===== src/rtl/pong_match_ctrl.sv =====
// Pong match sequencer: game state machine, goal detection, scoring and winner.
// Movement enable and ball re-centre are registered decodes of the next state.
module pong_match_ctrl #(
  parameter int LEFT_GOAL_X  = 10,
  parameter int RIGHT_GOAL_X = 620,
  parameter int BALL_W       = 10,
  parameter int WIN_SCORE    = 7,
  parameter int SERVE_TICKS  = 1000
) (
  input  logic       clk,
  input  logic       rst,
  input  logic       game_tick,
  input  logic       start,
  input  logic       pause,
  input  logic [9:0] ball_x,
  output logic       play_en,
  output logic       ball_rst,
  output logic [3:0] p1_score,
  output logic [3:0] p2_score,
  output logic       point_p1,
  output logic       point_p2,
  output logic [1:0] winner,
  output logic [2:0] state
);

  localparam logic [2:0] S_IDLE  = 3'd0;
  localparam logic [2:0] S_SERVE = 3'd1;
  localparam logic [2:0] S_PLAY  = 3'd2;
  localparam logic [2:0] S_POINT = 3'd3;
  localparam logic [2:0] S_PAUSE = 3'd4;
  localparam logic [2:0] S_OVER  = 3'd5;

  localparam int               CNT_W      = $clog2(SERVE_TICKS + 1);
  localparam logic [CNT_W-1:0] SERVE_LAST = CNT_W'(SERVE_TICKS - 1);
  localparam logic [10:0]      LGX        = 11'(LEFT_GOAL_X);
  localparam logic [10:0]      RGX        = 11'(RIGHT_GOAL_X);
  localparam logic [10:0]      BW         = 11'(BALL_W);
  localparam logic [3:0]       WIN        = 4'(WIN_SCORE);

  logic [2:0]       r_state;
  logic [2:0]       w_next;
  logic [CNT_W-1:0] r_cnt;
  logic             r_scorer;   // 0 = P1 scored, 1 = P2 scored
  logic [3:0]       r_p1_score;
  logic [3:0]       r_p2_score;
  logic             r_point_p1;
  logic             r_point_p2;
  logic [1:0]       r_winner;
  logic             r_play_en;
  logic             r_ball_rst;
  logic             w_play_en;
  logic             w_ball_rst;
  logic             w_left_goal;
  logic             w_right_goal;
  logic [3:0]       w_scorer_score;

  // 11-bit right-edge sum so a ball near x=1023 cannot wrap past the goal line
  assign w_left_goal    = ({1'b0, ball_x} <= LGX);
  assign w_right_goal   = (({1'b0, ball_x} + BW) >= RGX);
  assign w_scorer_score = r_scorer ? r_p2_score : r_p1_score;

  always_ff @(posedge clk) begin
    if (rst) begin
      r_state    <= S_IDLE;
      r_cnt      <= '0;
      r_scorer   <= 1'b0;
      r_p1_score <= 4'd0;
      r_p2_score <= 4'd0;
      r_point_p1 <= 1'b0;
      r_point_p2 <= 1'b0;
      r_winner   <= 2'b00;
      r_play_en  <= 1'b0;
      r_ball_rst <= 1'b1;
    end else begin
      r_state    <= w_next;
      r_play_en  <= w_play_en;
      r_ball_rst <= w_ball_rst;
      r_point_p1 <= 1'b0;
      r_point_p2 <= 1'b0;
      case (r_state)
        S_IDLE, S_OVER: begin
          if (start) begin
            r_p1_score <= 4'd0;
            r_p2_score <= 4'd0;
            r_winner   <= 2'b00;
            r_cnt      <= '0;
          end
        end
        S_SERVE: begin
          if (game_tick) r_cnt <= (r_cnt == SERVE_LAST) ? '0 : r_cnt + 1'b1;
        end
        S_PLAY: begin
          // Increment lands with the POINT entry so the pulse and new score coincide
          if (game_tick && w_left_goal) begin
            r_scorer   <= 1'b1;
            r_point_p2 <= 1'b1;
            if (r_p2_score < WIN) r_p2_score <= r_p2_score + 4'd1;
          end else if (game_tick && w_right_goal) begin
            r_scorer   <= 1'b0;
            r_point_p1 <= 1'b1;
            if (r_p1_score < WIN) r_p1_score <= r_p1_score + 4'd1;
          end
        end
        S_POINT: begin
          r_cnt <= '0;
          if (w_next == S_OVER) r_winner <= r_scorer ? 2'b10 : 2'b01;
        end
        default: ;
      endcase
    end
  end

  always_comb begin
    w_next = r_state;
    case (r_state)
      S_IDLE:  if (start) w_next = S_SERVE;
      S_SERVE: if (game_tick && (r_cnt == SERVE_LAST)) w_next = S_PLAY;
      S_PLAY: begin
        if (game_tick && (w_left_goal || w_right_goal)) w_next = S_POINT;
        else if (pause)                                 w_next = S_PAUSE;
      end
      S_PAUSE: if (pause) w_next = S_PLAY;
      S_POINT: w_next = (w_scorer_score == WIN) ? S_OVER : S_SERVE;
      S_OVER:  if (start) w_next = S_SERVE;
      default: w_next = S_IDLE;
    endcase
  end

  always_comb begin
    w_play_en  = (w_next == S_PLAY);
    w_ball_rst = !((w_next == S_PLAY) || (w_next == S_PAUSE));
  end

  assign state    = r_state;
  assign play_en  = r_play_en;
  assign ball_rst = r_ball_rst;
  assign p1_score = r_p1_score;
  assign p2_score = r_p2_score;
  assign point_p1 = r_point_p1;
  assign point_p2 = r_point_p2;
  assign winner   = r_winner;

endmodule


===== config.mk =====
export PLATFORM = sky130hd
export DESIGN_NAME = pong_match_ctrl
export DESIGN_NICKNAME = d
export VERILOG_FILES = /design/src/rtl/pong_match_ctrl.sv
export SDC_FILE = /design/constraint.sdc
export NUM_CORES = 1
export LEC_CHECK = 0
export ABC_CLOCK_PERIOD_IN_PS = 8150
export CORE_MARGIN = 2
export CORE_UTILIZATION = 40
export CTS_CLUSTER_SIZE = 25
export DETAILED_ROUTE_END_ITERATION = 7
export SLEW_MARGIN = 40
export SYNTH_ARGS = -nofsm -noshare
export SYNTH_HDL_FRONTEND = slang
export SYNTH_SLANG_ARGS = --single-unit

===== constraint.sdc =====
create_clock -name clk -period 8.15 [get_ports clk]
set_clock_uncertainty 0.05 [all_clocks]
set_input_delay 2.445 -clock clk [delete_from_list [all_inputs] [get_ports clk]]
set_output_delay 2.445 -clock clk [all_outputs]
set_load 0.02 [all_outputs]

==> metrics.cfg <==
[grt]
grt_usage_pct=17.2
antenna_found_initial=0
grt_start_max_net_pins=20
gr-total-overflow=0
grt_pass1_wl_um=6290
first_global_vias=1388

[clock_tree]
cts_setup_buffers=0
clock_path_buffers=2
holdBufCountCts=0
cts_tree=yes
insertion_delay_ns=0.27
root_buffer=clkbuf_8
cts_resized=0
htree_levels=1
cts_buffers=3
clkTransAtPathRegs_ns=0.09
cts_sinks=28

[routing]
drtPass1Iterations=4
dr_total_vias=1553
ant_nets=0
initialDrtViolationCount=47
vias_per_cell=5.37
drc=0
routed_wl_um=3710
wire_per_inst_um=12.8

[min_path]
worstHoldEndpoint=r_cnt[8]$_SDFFE_PP0P_
hold_class=reg -> reg
min-delay-start=r_cnt[8]$_SDFFE_PP0P_
holdPathStages=2

[floorplan]
fp.coreArea_um2=4030
die_area_um2=4760
die_y_um=69.0
initial_core_util_pct=41.9
num_rows=23
die_w_um=69.0
ios=32

[synth]
synth_nets=232
synthesis.area_um2=1690
synth.area.top_cells=dfxtp_1, nor2_1, nand2b_1
synth_ff_type=dfxtp_1
synth_top_area_share_pct=33.2
synth_cell_types=53
yosysTopAreaCell=dfxtp_1
synth-seq-cells=28
synthArstFlopShare_pct=0
seq_area_frac_synth_pct=33.2
syn_avg_cell_area_um2=7.96
synth_edf_count=0
ys_warn_count=0
syn-instance-count=212

[critical_path]
cp_max_fo=4
critPathLaunch=ball_x[2]
r2r-end=r_cnt[7]$_SDFFE_PP0P_
cpPeakStageDelay_ns=0.53
cp.required_ns=8.28
cp-start-kind=input pin
worstSetupPathDepth=9
end_kind=flop
slowest_stage=clkdlybuf4s50_1
path_delay_family=compound AO/OA/AOI/OAI gates
crit_arrival_ns=4.97
rr_startpoint=state[0]$_SDFF_PP0_
r2r_setup_slack_ns=5.86
cp_cell_sequence=clkdlybuf4s50_1 > inv_1 > ha_1 > a2111oi_0 > a2111oi_1 > o32a_2 > or2_1 > a21o_1 > a221oi_1
path_buf_inv=2
worstSetupPathType=in -> reg
rr_worst_depth=6

[timing]
finalSetupViolCount=0
slew_headroom_pct=61.1
hold_viol=0
slew_viol_final=0
clock.fmax_mhz=207
tightest_slew_ns=0.581
min_period_ns=4.84
rsz0062_at_grt=false
setup_tns_ns=0
finalCritPeriodShare_pct=59.4

[power]
leakagePower_nw=0.746
power_density_nw_per_um2=137
peakVddDrop_uv=96.9

[cells_and_area]
drive_gt1_share_pct=5.44
final_nets=260
instances_no_fill=289
antenna_cells=0
fillCellCount=399
area_growth_pct=24.5

[placement]
dpl.hpwl_um=2790
dp_cells=285
port_buffers=31
gp_congestion=0.743

[status]
outcome=finished clean

[job]
cap_violations=0

cell usage after synthesis (2+ instances only):
library cell,instances
xor2_1,6
inv_1,6
o21ai_1,2
nand4_1,2
a41oi_1,2
nor4b_1,2
nand2b_1,13
or2_1,3
o21ai_0,6
nand2_1,14
nor3_1,6
xnor2_1,2
a21o_1,2
o32ai_1,2
clkbuf_1,8
mux2i_1,4
dfxtp_1,28
a211oi_1,3
ha_1,5
nor2_2,2
nor2b_1,2
or3_1,4
o21a_1,2
a21oi_1,14
and3_1,3
nor2_1,30
a31oi_1,3
and2_1,2
nand3_1,10
per-layer routing:
layer	wire (µm)	track usage, %	vias to the layer above
met5	0	0	-
met4	20	2.94	0
met3	162	4.06	2
met2	1590	27.3	26
met1	1940	24.2	699
li1	-	-	826
through the flow:
| stage | util [%] | cell area [µm²] | total power [W] | hold slack (ns) | worst slack (ns) |
|---|---|---|---|---|---|
| 5_1_grt | 52.2 | 2100 | 0.000304 | 0.455 | 3.18 |
| 6_report | 52.2 | 2100 | 0.000288 | 0.425 | 3.31 |
| 3_3_place_gp | 50.4 | 2030 | 0.000183 | 0.414 | 3.02 |
| 3_5_place_dp | 50.4 | 2030 | 0.000183 | 0.416 | 3.06 |
| 4_1_cts | 52.2 | 2100 | 0.000293 | 0.430 | 3.31 |
| 2_1_floorplan | - | 1690 | 0.000168 | 0.395 | 3.78 |
layout by cell type, fill, tap and decap left out, drive strengths merged, types with 4 or more instances in the layout:
cell / count
clkdlybuf4s50: 31
nand3: 10
dfxtp: 28
a21oi: 15
ha: 5
or3: 4
nand2: 14
nor2: 32
xor2: 6
mux2i: 4
nor3: 6
or2: 4
nand2b: 13
inv: 6
o21ai: 9
worst min-delay path: cells and delay by family, from the launching register on:
kind / cells / cell delay [ns]
compound gates: 1 / 0.05
flops: 1 / 0.33
simple gates: 1 / 0.06
worst max-delay path by stage:
stage	endpoint	slack [ns]
2_1_floorplan	ball_rst$_SDFF_PP1_	3.78
3_3_place_gp	state[0]$_SDFF_PP0_	3.02
3_5_place_dp	state[0]$_SDFF_PP0_	3.06
4_1_cts	state[0]$_SDFF_PP0_	3.31
5_1_grt	state[2]$_SDFF_PP0_	3.18
6_report	state[0]$_SDFF_PP0_	3.31
registers in the layout (all words and copies together), names as in the netlist:
| register | cells |
|---|---|
| ball_rst | 1 |
| p1_score | 4 |
| p2_score | 4 |
| play_en | 1 |
| point_p1 | 1 |
| point_p2 | 1 |
| r_cnt | 10 |
| r_scorer | 1 |
| state | 3 |
| winner | 2 |
where the power goes:
group | total [W] | internal, W | switching, W | leakage (nW)
logic | 0.0000396 | 0.0000181 | 0.0000214 | 0.484
registers | 0.000141 | 0.000138 | 0.00000249 | 0.226
clock network | 0.000108 | 0.0000657 | 0.0000420 | 0.0357
total | 0.000288 | 0.000222 | 0.0000659 | 0.746
cells by family (layout without fill, tap and decap cells):
group                      Yosys count  count (layout)  synth area share (%)
and+or+nand+nor                    100             100                  31.0
AOI/OAI and AO/OA                   53              53                  22.5
DFF                                 28              28                  33.2
buffers and inverters               14              41                  3.11
xor gates and xnor gates             8               8                  4.15
adders and majority gates            5               5                  3.71
muxes                                4               4                  2.37
area by class of cell:
class | count | area (µm²) | area share, %
clock buffer | 3 | 41.3 | 1.96
sequential | 28 | 561 | 26.7
tap | 50 | 62.6 | 2.98
inverter | 6 | 22.5 | 1.07
timing repair buffer | 31 | 310 | 14.8
clock inverter | 1 | 30.0 | 1.43
multi-input combinational | 170 | 1070 | 51.1
(Power assumes the default switching activity.)
